$ cat config.mk
export PLATFORM = sky130hd
export DESIGN_NAME = inverse_sequencer
export DESIGN_NICKNAME = d
export VERILOG_FILES = /design/src/rtl/inverse_pkg.sv /design/src/rtl/inverse_op_timer.sv /design/src/rtl/inverse_sequencer.sv
export SDC_FILE = /design/constraint.sdc
export NUM_CORES = 1
export LEC_CHECK = 0
export BUFFER_PORTS_ARGS = -buffer_cell sky130_fd_sc_hd__buf_2
export CAP_MARGIN = 10
export CELL_PAD_IN_SITES_DETAIL_PLACEMENT = 0
export CELL_PAD_IN_SITES_GLOBAL_PLACEMENT = 2
export CORE_MARGIN = 4
export CORE_UTILIZATION = 30
export DETAILED_ROUTE_END_ITERATION = 8
export PLACE_DENSITY = 0.73
export SLEW_MARGIN = 20
export SYNTH_ARGS = -nofsm -noshare
export SYNTH_HDL_FRONTEND = slang
export SYNTH_SLANG_ARGS = --single-unit
$ cat constraint.sdc
create_clock -name clk -period 2.5 [get_ports clk]
set_input_delay 0.25 -clock clk [delete_from_list [all_inputs] [get_ports clk]]
set_output_delay 0.25 -clock clk [all_outputs]
set_load 0.1 [all_outputs]
$ cat src/rtl/inverse_pkg.sv
`default_nettype none
// ============================================================================
// inverse_pkg : command codes and FSM encoding for the inverse sequencer
// Rev 1.0
// ============================================================================
package inverse_pkg;

  localparam logic [5:0] CMD_NOP = 6'h00;
  localparam logic [5:0] CMD_SQR = 6'h01;
  localparam logic [5:0] CMD_MUL = 6'h02;

  typedef enum logic [2:0] {
    ST_IDLE   = 3'd0,
    ST_SQR    = 3'd1,
    ST_MUL    = 3'd2,
    ST_SWAP   = 3'd3,
    ST_FINISH = 3'd4
  } state_e;

  function automatic logic [5:0] cmd_for(input state_e s);
    case (s)
      ST_SQR:  return CMD_SQR;
      ST_MUL:  return CMD_MUL;
      default: return CMD_NOP;
    endcase
  endfunction

  function automatic logic is_busy(input state_e s);
    return (s == ST_SQR) || (s == ST_MUL) || (s == ST_SWAP);
  endfunction

endpackage
`default_nettype wire

$ cat src/rtl/inverse_op_timer.sv
`default_nettype none
// ============================================================================
// inverse_op_timer : clearable up-counter flagging the last cycle of an op
// Rev 1.0
// ============================================================================
module inverse_op_timer #(
  parameter int Op_latency = 4
) (
  input  logic clk,
  input  logic rst,
  input  logic clr_i,
  output logic last_o
);

  localparam int CW = (Op_latency > 1) ? $clog2(Op_latency) : 1;

  logic [CW-1:0] count_q;

  // Saturates on last so an idle timer never wraps back into a valid count.
  always_ff @(posedge clk) begin
    if (rst || clr_i) begin
      count_q <= '0;
    end else if (!last_o) begin
      count_q <= count_q + 1'b1;
    end
  end

  assign last_o = (count_q == CW'(Op_latency - 1));

endmodule
`default_nettype wire

$ cat src/rtl/inverse_sequencer.sv
`default_nettype none
// ============================================================================
// inverse_sequencer : steps the field-inverse datapath through square/multiply
// rounds, drives the bank-swap select and gates host RAM writes. Rev 1.0
// ============================================================================
module inverse_sequencer
  import inverse_pkg::*;
#(
  parameter int Command_len = 6,
  parameter int Round_width = 9,
  parameter int Op_latency  = 4
) (
  input  logic                   clk,
  input  logic                   rst,
  input  logic                   start,
  input  logic [Round_width-1:0] rounds,
  input  logic                   abort,
  input  logic                   host_wr_en,
  output logic                   wr_en,
  output logic [Command_len-1:0] command,
  output logic                   swap_bus,
  output logic                   busy,
  output logic                   done,
  output logic [Round_width-1:0] round_count,
  output logic                   wr_blocked
);

  state_e                 state_q, state_d;
  logic [Round_width-1:0] rounds_q, rounds_d;
  logic [Round_width-1:0] count_q, count_d;
  logic [Round_width-1:0] count_inc;
  logic                   swap_q, swap_d;
  logic [Command_len-1:0] command_q;
  logic                   busy_q, done_q, wr_blocked_q;
  logic                   op_last;

  inverse_op_timer #(
    .Op_latency (Op_latency)
  ) u_timer (
    .clk    (clk),
    .rst    (rst),
    .clr_i  (state_d != state_q),
    .last_o (op_last)
  );

  assign count_inc = count_q + 1'b1;

  always_comb begin
    state_d  = state_q;
    rounds_d = rounds_q;
    count_d  = count_q;
    swap_d   = swap_q;
    case (state_q)
      ST_IDLE: begin
        if (start && !abort) begin
          rounds_d = rounds;
          count_d  = '0;
          swap_d   = 1'b0;
          state_d  = (rounds == '0) ? ST_FINISH : ST_SQR;
        end
      end
      ST_SQR: begin
        if (abort)        state_d = ST_IDLE;
        else if (op_last) state_d = ST_MUL;
      end
      ST_MUL: begin
        if (abort)        state_d = ST_IDLE;
        else if (op_last) state_d = ST_SWAP;
      end
      ST_SWAP: begin
        // An abort here leaves the bank mapping and count as they were.
        if (abort) begin
          state_d = ST_IDLE;
        end else begin
          count_d = count_inc;
          swap_d  = ~swap_q;
          state_d = (count_inc == rounds_q) ? ST_FINISH : ST_SQR;
        end
      end
      ST_FINISH: state_d = ST_IDLE;
      default:   state_d = ST_IDLE;
    endcase
  end

  // Outputs are registered from the next state so they are glitch-free.
  always_ff @(posedge clk) begin
    if (rst) begin
      state_q      <= ST_IDLE;
      rounds_q     <= '0;
      count_q      <= '0;
      swap_q       <= 1'b0;
      command_q    <= Command_len'(CMD_NOP);
      busy_q       <= 1'b0;
      done_q       <= 1'b0;
      wr_blocked_q <= 1'b0;
    end else begin
      state_q      <= state_d;
      rounds_q     <= rounds_d;
      count_q      <= count_d;
      swap_q       <= swap_d;
      command_q    <= Command_len'(cmd_for(state_d));
      busy_q       <= is_busy(state_d);
      done_q       <= (state_d == ST_FINISH);
      wr_blocked_q <= host_wr_en & busy_q;
    end
  end

  assign wr_en       = host_wr_en & ~busy_q;
  assign command     = command_q;
  assign swap_bus    = swap_q;
  assign busy        = busy_q;
  assign done        = done_q;
  assign round_count = count_q;
  assign wr_blocked  = wr_blocked_q;

endmodule
`default_nettype wire

==> summary.txt, run 1 <==
Worst setup path
  – CP arrival: 2.27 ns
  – Crit-path cells: ha_1 -> and3_1 -> and3_1 -> xnor2_1 -> o2111ai_2 -> o32a_4 -> nor4b_4
  – CP max-delay cell: o32a_4
  – Critical path's most frequent cell: and3_1
  – Critical-path maximum fanout: 7
  – R2r endpoint: command[0]$_SDFF_PP0_
  – R2R setup slack: 0.37 ns
  – Worst Setup End Kind: flop
  – Worst stage delay on the critical path: 0.40 ns
  – Critical path startpoint category: flop
  – Kind of critical path: flop to flop
  – Cell family with most CP delay: compound AO/OA/AOI/OAI gates
  – CP Data Required Time: 2.64 ns
  – R2r startpoint: round_count[0]$_SDFFE_PP0P_
  – Worst path bufs/invs: 0
  – Reg2Reg Depth: 7

Pwr
  – Worst VDD drop: roughly 280 uV
  – Power share of the combinational group: around 12%
  – LEAKAGE: 0.7456 nW
  – Int Power: 0.8369 mW
  – Power per cell area: 626.3 nW/um2
  – Sequential Power Share: 42.8%
  – Sw frac: 26.34%
  – Overall power: 1.136 mW
  – Net Switching: about 0.3 mW
  – Clock power share: 44.9%

Logic synthesis
  – Count of cell types in the netlist: 38
  – Syn avg cell area: between 7 and 8 um2
  – Synth async-reset ratio: 0%
  – Register area share after synthesis: 37.75%
  – Yosys Warn Count: 0
  – Register bit total from synthesis: 29
  – Synthesized instance count: 193
  – Main synth FF type: dfxtp_1
  – Post-synthesis cell area: 1538 um2
  – EDFF count, synth: 0

Route
  – Routed WL: 3.807 mm
  – Routed wire per std cell: between 10 and 15 um
  – Post-DRT Antenna Nets: 0
  – Vias per inst: 4.825
  – 1st-pass router iterations: 4
  – Iteration-0 DRC Markers: a little over 80
  – DR vias: 1380
  – Post-route DRC violation count: 0

Hold path
  – Hold Path Sink: wr_blocked$_SDFF_PP0_
  – Hold Path Origin: host_wr_en
  – Hold Path Class: primary input to flop
  – Cell count of the worst hold path: 3

Die
  – Die area: roughly 6300 um2
  – Core Area: around 4800 um2
  – Rows: 25
  – I/O pin total: 34
  – Die Span Y: 79.60 um
  – Initial core utilization: 31.72%
  – DIE WIDTH: 79.60 um

STA
  – Final Hold Fails: 0
  – Slew headroom: 63.39%
  – Fin crit period: 2.130 ns
  – Fmax: 469.5 MHz
  – Max-slew violations: 0
  – Unrepaired setup endpoints after global routing: false
  – Fin worst setup slack: 0.3699 ns
  – Worst-Margin Slew: between 0.5 and 0.6 ns
  – Final setup viols: 0
  – Sum Neg Setup Slack: 0 ns
  – Final Cycle Share: a little under nine tenths
  – Hold Slack: ~0.20 ns
  – Worst Clk Skew: 0.008320 ns

Final layout
  – Share of cells above drive strength 1: a little under a quarter
  – N_diodes: 0
  – Commonest non-fill, non-tap cell in the layout: buf_2
  – Synthesis-to-layout area growth: 17.98%
  – Net total in the final layout: approximately 230
  – Fin util: 37.42%
  – Cell area after layout: 1814 um2
  – Layout Cells excl Fill: ~290
  – Most frequent cells in the layout: 29 x buf_2, 28 x nor2_1, 26 x nand2_1

Global routing
  – Largest net degree at the start of global routing: 29
  – Initial antenna violation count: 0
  – Busiest grt layer: met2
  – Grt met1 use: 17.25%
  – All-Layer GR Usage: around an eighth
  – First-pass GRT wire length: approximately 6.5 mm
  – Met2 usage: between 20% and 30%
  – Vias in the first global route: 1335
  – Met3 GRT Util: 3.950%
  – Total global routing overflow: 0

Place
  – Dpl ws: 0.3832 ns
  – Post-DP HPWL: 2.830 mm
  – Routability cong.: 0.8212
  – Port Buf Inserts: 29
  – Inst Count DP: roughly 280
  – Area after DPL: 1694 um2

Run
  – MaxCap Viol Count: 0

CTS
  – Skew-Pair Late Insertion Delay: 0.28 ns
  – CTS Buffer Depth: 2
  – Clock sinks: 29
  – Postcts setup bufs: 0
  – Post-CTS sizing: 0
  – Clock transition at path regs: about 0.07 ns
  – CTS Hold Bufs: 0
  – Cts bufs inserted: 5
  – H-tree lvl count: 2
  – CTS root buffer: clkbuf_8
  – CTS tree: yes

Run status
  – Outcome: finished clean
## kinds of logic after synthesis
family                     count (synthesis)  share of synthesized area (%)
DFF                                       29                          37.75
AOI/OAI and AO/OA                         41                          17.41
and+or+nand+nor                           91                          28.56
buffers and inverters                     16                          6.835
muxes                                      2                          1.302
adders and majority gates                  2                          1.627
xor gates and xnor gates                  11                          6.265
other                                      1                         0.2439
## cells in the mapped netlist (all sizes together) (4+ instances only)
library cell	instances	area (um2)
dfxtp	29	580.6
nor2	28	105.1
nand2	26	97.59
a21oi	20	100.1
nor3	10	50.05
buf	8	71.32
clkbuf	8	33.79
nand3	8	45.04
o21ai	8	40.04
xnor2	6	52.55
and3	5	32.53
xor2	5	43.79
nor2b	4	25.02
## cell type report
class	count	area (um2)
Tap cell	67	83.83
Timing Repair Buffer	31	160.2
Fill cell	524	3034
Clock inverter	2	37.54
Clock buffer	6	82.58
Multi-Input combinational cell	151	863.3
Sequential cell	29	586.8
## flip-flops by register name, summed over array words and instances (netlist names)
signal           cells
round_count          9
rounds_q             9
state_q              3
command              2
u_timer.count_q      2
busy                 1
done                 1
swap_bus             1
wr_blocked           1
## routing by layer
layer | wire length, um | part of all wire, %
met5 | 0 | 0
met2 | 1668 | 44
met4 | 55 | 1.4
met3 | 187 | 4.9
met1 | 1896 | 50
## tightest hold or removal path, delay by kind of cell
family	cells	cell delay, ns
buffers and inverters	1	0.10
and+or+nand+nor	2	0.09
## power by group through the flow
stage	clock (mW)	sequential (mW)	combinational, mW
finish	0.510	0.486	0.140
global route	0.557	0.488	0.154
CTS	0.527	0.486	0.141
detailed placement	0	0.497	0.141
global placement	0	0.496	0.139
floorplan	0	0.510	0.100
## how the worst max path moves through the flow
stage	start	endpoint	slack [ns]	cells after the start
after floorplan	round_count[3]$_SDFFE_PP0P_	command[0]$_SDFF_PP0_	0.04	7
after global routing	round_count[0]$_SDFFE_PP0P_	command[0]$_SDFF_PP0_	0.24	7
after global placement	round_count[0]$_SDFFE_PP0P_	command[0]$_SDFF_PP0_	0.45	7
after CTS	round_count[0]$_SDFFE_PP0P_	command[0]$_SDFF_PP0_	0.36	7
after detailed placement	round_count[0]$_SDFFE_PP0P_	command[0]$_SDFF_PP0_	0.38	7
final	round_count[0]$_SDFFE_PP0P_	command[0]$_SDFF_PP0_	0.37	7
No activity file was read; power rests on OpenSTA's default activity.
==> inputs of run 2 (changes only) <==
--- a/config.mk
+++ b/config.mk
@@ -5,14 +5,15 @@
 export SDC_FILE = /design/constraint.sdc
 export NUM_CORES = 1
 export LEC_CHECK = 0
+export ABC_AREA = 1
 export BUFFER_PORTS_ARGS = -buffer_cell sky130_fd_sc_hd__buf_2
 export CAP_MARGIN = 10
 export CELL_PAD_IN_SITES_DETAIL_PLACEMENT = 0
 export CELL_PAD_IN_SITES_GLOBAL_PLACEMENT = 2
 export CORE_MARGIN = 4
-export CORE_UTILIZATION = 30
+export CORE_UTILIZATION = 29
 export DETAILED_ROUTE_END_ITERATION = 8
-export PLACE_DENSITY = 0.73
+export PLACE_DENSITY = 0.75
 export SLEW_MARGIN = 20
 export SYNTH_ARGS = -nofsm -noshare
 export SYNTH_HDL_FRONTEND = slang
==> summary.txt, run 2 <==
Route
  – 1st-pass router iterations: 5
  – Iteration-0 DRC Markers: between 100 and 150
  – Vias per inst: 4.442
  – DR vias: 1448
  – Post-DRT Antenna Nets: 0
  – Routed wire per std cell: approximately 12 um
  – Post-route DRC violation count: 0
  – Routed WL: 3.752 mm

Worst setup path
  – Reg2Reg Depth: 12
  – CP arrival: 2.07 ns
  – Worst path bufs/invs: 2
  – Worst stage delay on the critical path: 0.46 ns
  – Critical path's most frequent cell: nand3_1
  – CP max-delay cell: dfxtp_1
  – CP Data Required Time: approximately 2.7 ns
  – Critical-path maximum fanout: 7
  – Critical path endpoint: busy$_SDFF_PP0_
  – Critical path startpoint category: flop
  – Cell family with most CP delay: simple AND/OR/NAND/NOR gates
  – R2R setup slack: 0.60 ns
  – R2r startpoint: round_count[0]$_SDFFE_PP0P_
  – Kind of critical path: flop to flop
  – Crit path from: round_count[0]$_SDFFE_PP0P_
  – Worst Setup End Kind: flop
  – CP Depth: 12
  – Crit-path cells: ha_1 -> nand3_1 -> inv_1 -> nand3_1 -> nand3_1 -> nand3_1 -> nor2_2 -> nand3_2 -> nand2_2 -> nand2_2 -> o21ai_0 -> inv_1
  – R2r endpoint: busy$_SDFF_PP0_

Global routing
  – Largest net degree at the start of global routing: 18
  – Vias in the first global route: around 1300
  – All-Layer GR Usage: 13.28%
  – Initial antenna violation count: 0
  – First-pass GRT wire length: ~6.6 mm
  – Total global routing overflow: 0

Die
  – DIE WIDTH: about 80 um
  – Core Area: a little over 5000 um2
  – Rows: 26
  – Die Span Y: just over 80 um
  – Initial core utilization: 30.03%
  – Die area: 6517 um2
  – I/O pin total: 34

Hold path
  – Hold Path Class: primary input to flop

CTS
  – CTS root buffer: clkbuf_8
  – H-tree lvl count: 2
  – Skew-Pair Late Insertion Delay: 0.28 ns
  – Clock transition at path regs: 0.06 ns
  – CTS Buffer Depth: 2
  – CTS Hold Bufs: 0
  – CTS tree: yes
  – Clock sinks: 29
  – Postcts setup bufs: 0
  – Cts bufs inserted: 5
  – Post-CTS sizing: 0

Logic synthesis
  – Synth cell count leaders: 48 x nand2_1, 29 x dfxtp_1, 29 x inv_1
  – EDFF count, synth: 0
  – Synth async-reset ratio: 0%
  – Yosys Warn Count: 0
  – Largest area contributor in the synthesized netlist: dfxtp_1
  – Main area contributors after synthesis: dfxtp_1 38%, nand2_1 12%, a21oi_1 7.8%
  – Post-synthesis cell area: 1534 um2
  – Register area share after synthesis: a little under two fifths
  – Synthesized instance count: 223
  – Syn avg cell area: 6.879 um2
  – Register bit total from synthesis: 29
  – Count of cell types in the netlist: 26
  – Yosys top cell area share: 37.85%
  – Main synth FF type: dfxtp_1
  – Cell with the most instances after synthesis: nand2_1

Place
  – Port Buf Inserts: 29
  – Routability cong.: 0.8080
  – Post-DP HPWL: 2.894 mm

Final layout
  – Sequential Area: between 500 and 600 um2
  – Net total in the final layout: 272
  – Fin util: between 30% and 40%
  – Most frequent cells in the layout: 48 x nand2_1, 29 x inv_1, 29 x dfxtp_1, 29 x buf_2
  – FILL cells: 553
  – N_diodes: 0
  – Commonest non-fill, non-tap cell in the layout: nand2_1
  – Multi-input logic area: 807.0 um2
  – Synthesis-to-layout area growth: 19.58%
  – Share of cells above drive strength 1: 21.88%

Pwr
  – Clock power share: 37.7%
  – Sw frac: roughly 29%
  – Overall power: about 1.0 mW
  – Net Switching: around 0.30 mW
  – Power share of the combinational group: around 15%
  – Power per cell area: 563.8 nW/um2
  – Worst VDD drop: 269.2 uV
  – Int Power: ~0.74 mW
  – LEAKAGE: around 0.86 nW
  – Sequential Power Share: 47.4%

Run status
  – Outcome: finished clean

STA
  – Sum Neg Setup Slack: 0 ns
  – Max-slew violations: 0
  – Worst Clk Skew: 0.005686 ns
  – Unrepaired setup endpoints after global routing: false
  – Final Cycle Share: 76.11%
  – Fin crit period: 1.903 ns
  – Final setup viols: 0
  – Final Hold Fails: 0
  – Fmax: 525.6 MHz

Run
  – MaxCap Viol Count: 0
-- run 2: cell count changes after synthesis, moves of 4 or more --
cell,previous run,this run
a21oi_1,20,24
nand2_2,0,9
nor2b_1,4,0
nor2_2,0,4
xnor2_1,6,1
clkbuf_1,7,3
nor3_1,10,3
nor2_1,28,13
and3_1,4,0
nand2_1,26,48
inv_1,0,29
o21ai_0,8,13
nand3_1,7,24
-- run 2: worst register-to-register path: stages, from the launching register on --
cell     delay [ns]
dfxtp_1        0.46
ha_1           0.23
nand3_1        0.13
inv_1          0.12
nand3_1        0.09
nand3_1        0.10
nand3_1        0.09
nor2_2         0.13
nand3_2        0.08
nand2_2        0.07
nand2_2        0.09
o21ai_0        0.15
inv_1          0.05
-- run 2: layout make-up --
cell class / instances / area share (%)
well taps: 70 / 4.775
repair buffers: 31 / 8.731
inverters: 30 / 6.139
multi-input cells: 159 / 44.00
clock buffers: 7 / 4.707
flip-flops and latches: 29 / 31.65
-- run 2: kinds of logic after synthesis --
family,after synthesis,synth area share [%]
xor gates and xnor gates,3,1.713
other,1,0.2445
and+or+nand+nor,111,35.07
buffers and inverters,38,10.28
AOI/OAI and AO/OA,38,12.56
adders and majority gates,2,1.631
muxes,1,0.6526
DFF,29,37.85
-- run 2: worst min path at each step --
stage	start	endpoint	cells past startpoint
2_1_floorplan	host_wr_en	wr_blocked$_SDFF_PP0_	2
3_3_place_gp	swap_bus$_SDFFE_PP0P_	swap_bus$_SDFFE_PP0P_	1
3_5_place_dp	busy$_SDFF_PP0_	wr_blocked$_SDFF_PP0_	2
4_1_cts	host_wr_en	wr_blocked$_SDFF_PP0_	3
5_1_grt	host_wr_en	wr_blocked$_SDFF_PP0_	3
6_report	host_wr_en	wr_blocked$_SDFF_PP0_	3
-- run 2: metal layers --
metal	up-vias	global-route usage [%]	wire length (um)
met3	6	4.102	208
met1	625	19.08	2032
met5	-	0	0
met4	0	5.574	55
li1	779	-	-
met2	38	18.13	1455
-- run 2: power groups by stage --
stage | Combinational [mW] | Sequential [mW] | Clock, mW
3_3_place_gp | 0.156 | 0.501 | 0
6_report | 0.153 | 0.491 | 0.390
4_1_cts | 0.155 | 0.491 | 0.409
2_1_floorplan | 0.105 | 0.518 | 0
3_5_place_dp | 0.155 | 0.501 | 0
5_1_grt | 0.172 | 0.492 | 0.434
-- run 2: per-stage QoR --
stage	instances	area (um2)	setup WS, ns	hold WS (ns)
6_report	326	1834	0.5973	0.2089
3_5_place_dp	319	1748	0.5975	0.4403
3_3_place_gp	319	1748	0.6027	0.4356
5_1_grt	326	1834	0.2767	0.1977
4_1_cts	326	1834	0.5836	0.1945
2_1_floorplan	226	1545	0.03900	0.3727
==> inputs of run 3 (changes only) <==
--- a/config.mk
+++ b/config.mk
@@ -11,9 +11,9 @@
 export CELL_PAD_IN_SITES_DETAIL_PLACEMENT = 0
 export CELL_PAD_IN_SITES_GLOBAL_PLACEMENT = 2
 export CORE_MARGIN = 4
-export CORE_UTILIZATION = 29
+export CORE_UTILIZATION = 26
 export DETAILED_ROUTE_END_ITERATION = 8
-export PLACE_DENSITY = 0.75
+export PLACE_DENSITY = 0.71
 export SLEW_MARGIN = 20
 export SYNTH_ARGS = -nofsm -noshare
 export SYNTH_HDL_FRONTEND = slang
==> constraint.sdc (replaced) <==
create_clock -name clk -period 1.72 [get_ports clk]
set_input_delay 0.172 -clock clk [delete_from_list [all_inputs] [get_ports clk]]
set_output_delay 0.172 -clock clk [all_outputs]
set_load 0.1 [all_outputs]
==> summary.txt, run 3 (synthesis gave the netlist of run 2 again) <==
Route
  – Post-DRT Antenna Nets: 0
  – Iteration-0 DRC Markers: 53
  – 1st-pass router iterations: 4
  – DR vias: around 1500
  – Routed wire per std cell: 11.83 um
  – Routed WL: slightly below 4 mm
  – Post-route DRC violation count: 0
  – Vias per inst: ~4.4

Die
  – I/O pin total: 34
  – Rows: 27
  – DIE WIDTH: 84.81 um
  – Core Area: 5608 um2
  – Initial core utilization: approximately 27%
  – Die Span Y: 84.81 um
  – Die area: 7193 um2

Pwr
  – LEAKAGE: 0.8863 nW
  – Power per cell area: 748.7 nW/um2
  – Worst VDD drop: 305.1 uV

STA
  – Fin worst setup slack: -0.01123 ns
  – Final Hold Fails: 0
  – Fmax: around 580 MHz
  – Fin crit period: 1.731 ns
  – Worst Clk Skew: 0.005382 ns
  – Sum Neg Setup Slack: -0.01304 ns
  – Final Cycle Share: 100.7%
  – Hold Slack: 0.1251 ns
  – Max-slew violations: 0
  – Final setup viols: 2
  – Unrepaired setup endpoints after global routing: true

Worst setup path
  – Kind of critical path: flop to flop
  – Critical path startpoint category: flop
  – Critical-path maximum fanout: 5
  – CP Data Required Time: 1.89 ns
  – Crit path from: round_count[1]$_SDFFE_PP0P_
  – CP arrival: ~1.9 ns
  – R2r startpoint: round_count[1]$_SDFFE_PP0P_
  – Worst Setup End Kind: flop

Final layout
  – Net total in the final layout: 277
  – Commonest non-fill, non-tap cell in the layout: nand2_1
  – Layout Cells excl Fill: 334
  – Most frequent cells in the layout: 48 x nand2_1, 29 x buf_2, 27 x inv_1
  – Share of cells above drive strength 1: 32.06%
  – N_diodes: 0
  – Synthesis-to-layout area growth: 28.30%
  – Fin util: 35.10%

CTS
  – Cts bufs inserted: 5
  – CTS Buffer Depth: 2
  – H-tree lvl count: 2
  – Clock sinks: 29
  – CTS Hold Bufs: 0
  – CTS tree: yes
  – CTS root buffer: clkbuf_8
  – Clock transition at path regs: 0.06 ns
  – Skew-Pair Late Insertion Delay: 0.28 ns

Place
  – Inst Count DP: about 320
  – Dpl ws: -0.01894 ns
  – Port Buf Inserts: 29
  – Routability cong.: ~0.74
  – Post-DP HPWL: 3.032 mm

Global routing
  – Initial antenna violation count: 0
  – Largest net degree at the start of global routing: 20
  – First-pass GRT wire length: 6.768 mm
  – Vias in the first global route: 1425
  – All-Layer GR Usage: 11.74%
  – Total global routing overflow: 0

Hold path
  – Hold Path Class: primary input to flop
  – Hold Path Origin: host_wr_en

Run
  – MaxCap Viol Count: 0

Run status
  – Failing checks: negative setup slack
  – Outcome: complete, but fails checks
[run 3: changes by cell type in the layout (fill, tap and decap cells not counted), moves of 3 or more]
cell | before | now
buf_4 | 2 | 7
dfxtp_1 | 29 | 20
dfxtp_4 | 0 | 8
nand3_1 | 24 | 21
nand3_2 | 3 | 6
nor2_1 | 13 | 10
[run 3: power breakdown]
group          switching (mW)  internal [mW]
clock                   0.251          0.287
combinational           0.173         0.0613
sequential             0.0157          0.686
total                   0.440           1.03
[run 3: layout make-up]
type                    instances  area [um2]
repair buffers                 36       197.7
fillers                       651        3640
clock buffers                   8       80.08
well taps                      72       90.09
flip-flops and latches         29       611.8
inverters                      30       112.6
multi-input cells             159       875.8
[run 3: final timing paths]
kind / to / slack, ns / cells past startpoint
setup / recovery: u_timer.count_q[0]$_SDFFE_PP0N_ / -0.01 / 12
hold / removal: wr_blocked$_SDFF_PP0_ / 0.13 / 3
setup reg to reg: u_timer.count_q[0]$_SDFFE_PP0N_ / -0.01 / 12
hold reg to reg: swap_bus$_SDFFE_PP0P_ / 0.46 / 1
[run 3: metal layers]
| layer | vias up | track usage [%] | share of wire [%] |
|---|---|---|---|
| met2 | 26 | 17.44 | 42 |
| met4 | 0 | 3.885 | 1.4 |
| met3 | 6 | 3.495 | 4.1 |
| li1 | 792 | - | - |
| met1 | 658 | 16.23 | 52 |
| met5 | - | 0 | 0 |
[run 3: timing repair]
action | in CTS | in global routing
resized for setup | 1 | 10
pin swaps | 2 | 8
gates cloned | 0 | 0
setup buffers | 0 | 2
setup endpoints to repair | 3 | 8
[run 3: per-stage QoR]
stage                     power [mW]  area, um2
after global placement        0.9441       1834
after floorplan               0.8963       1607
after global routing           1.562       1968
final                          1.474       1968
after CTS                      1.502       1917
after detailed placement      0.9446       1834
[run 3: worst max-delay path, stage by stage, from the launching register on]
cell and delay, ns:
dfxtp_4 0.36, ha_4 0.16, or2_4 0.24, nand3_2 0.05, nand2_1 0.05, nor2_1 0.09
nand2_1 0.07, nor2_2 0.14, nand4_1 0.16, nand2_1 0.13, nor2_2 0.04, nand3_2 0.09
nor2_1 0.05
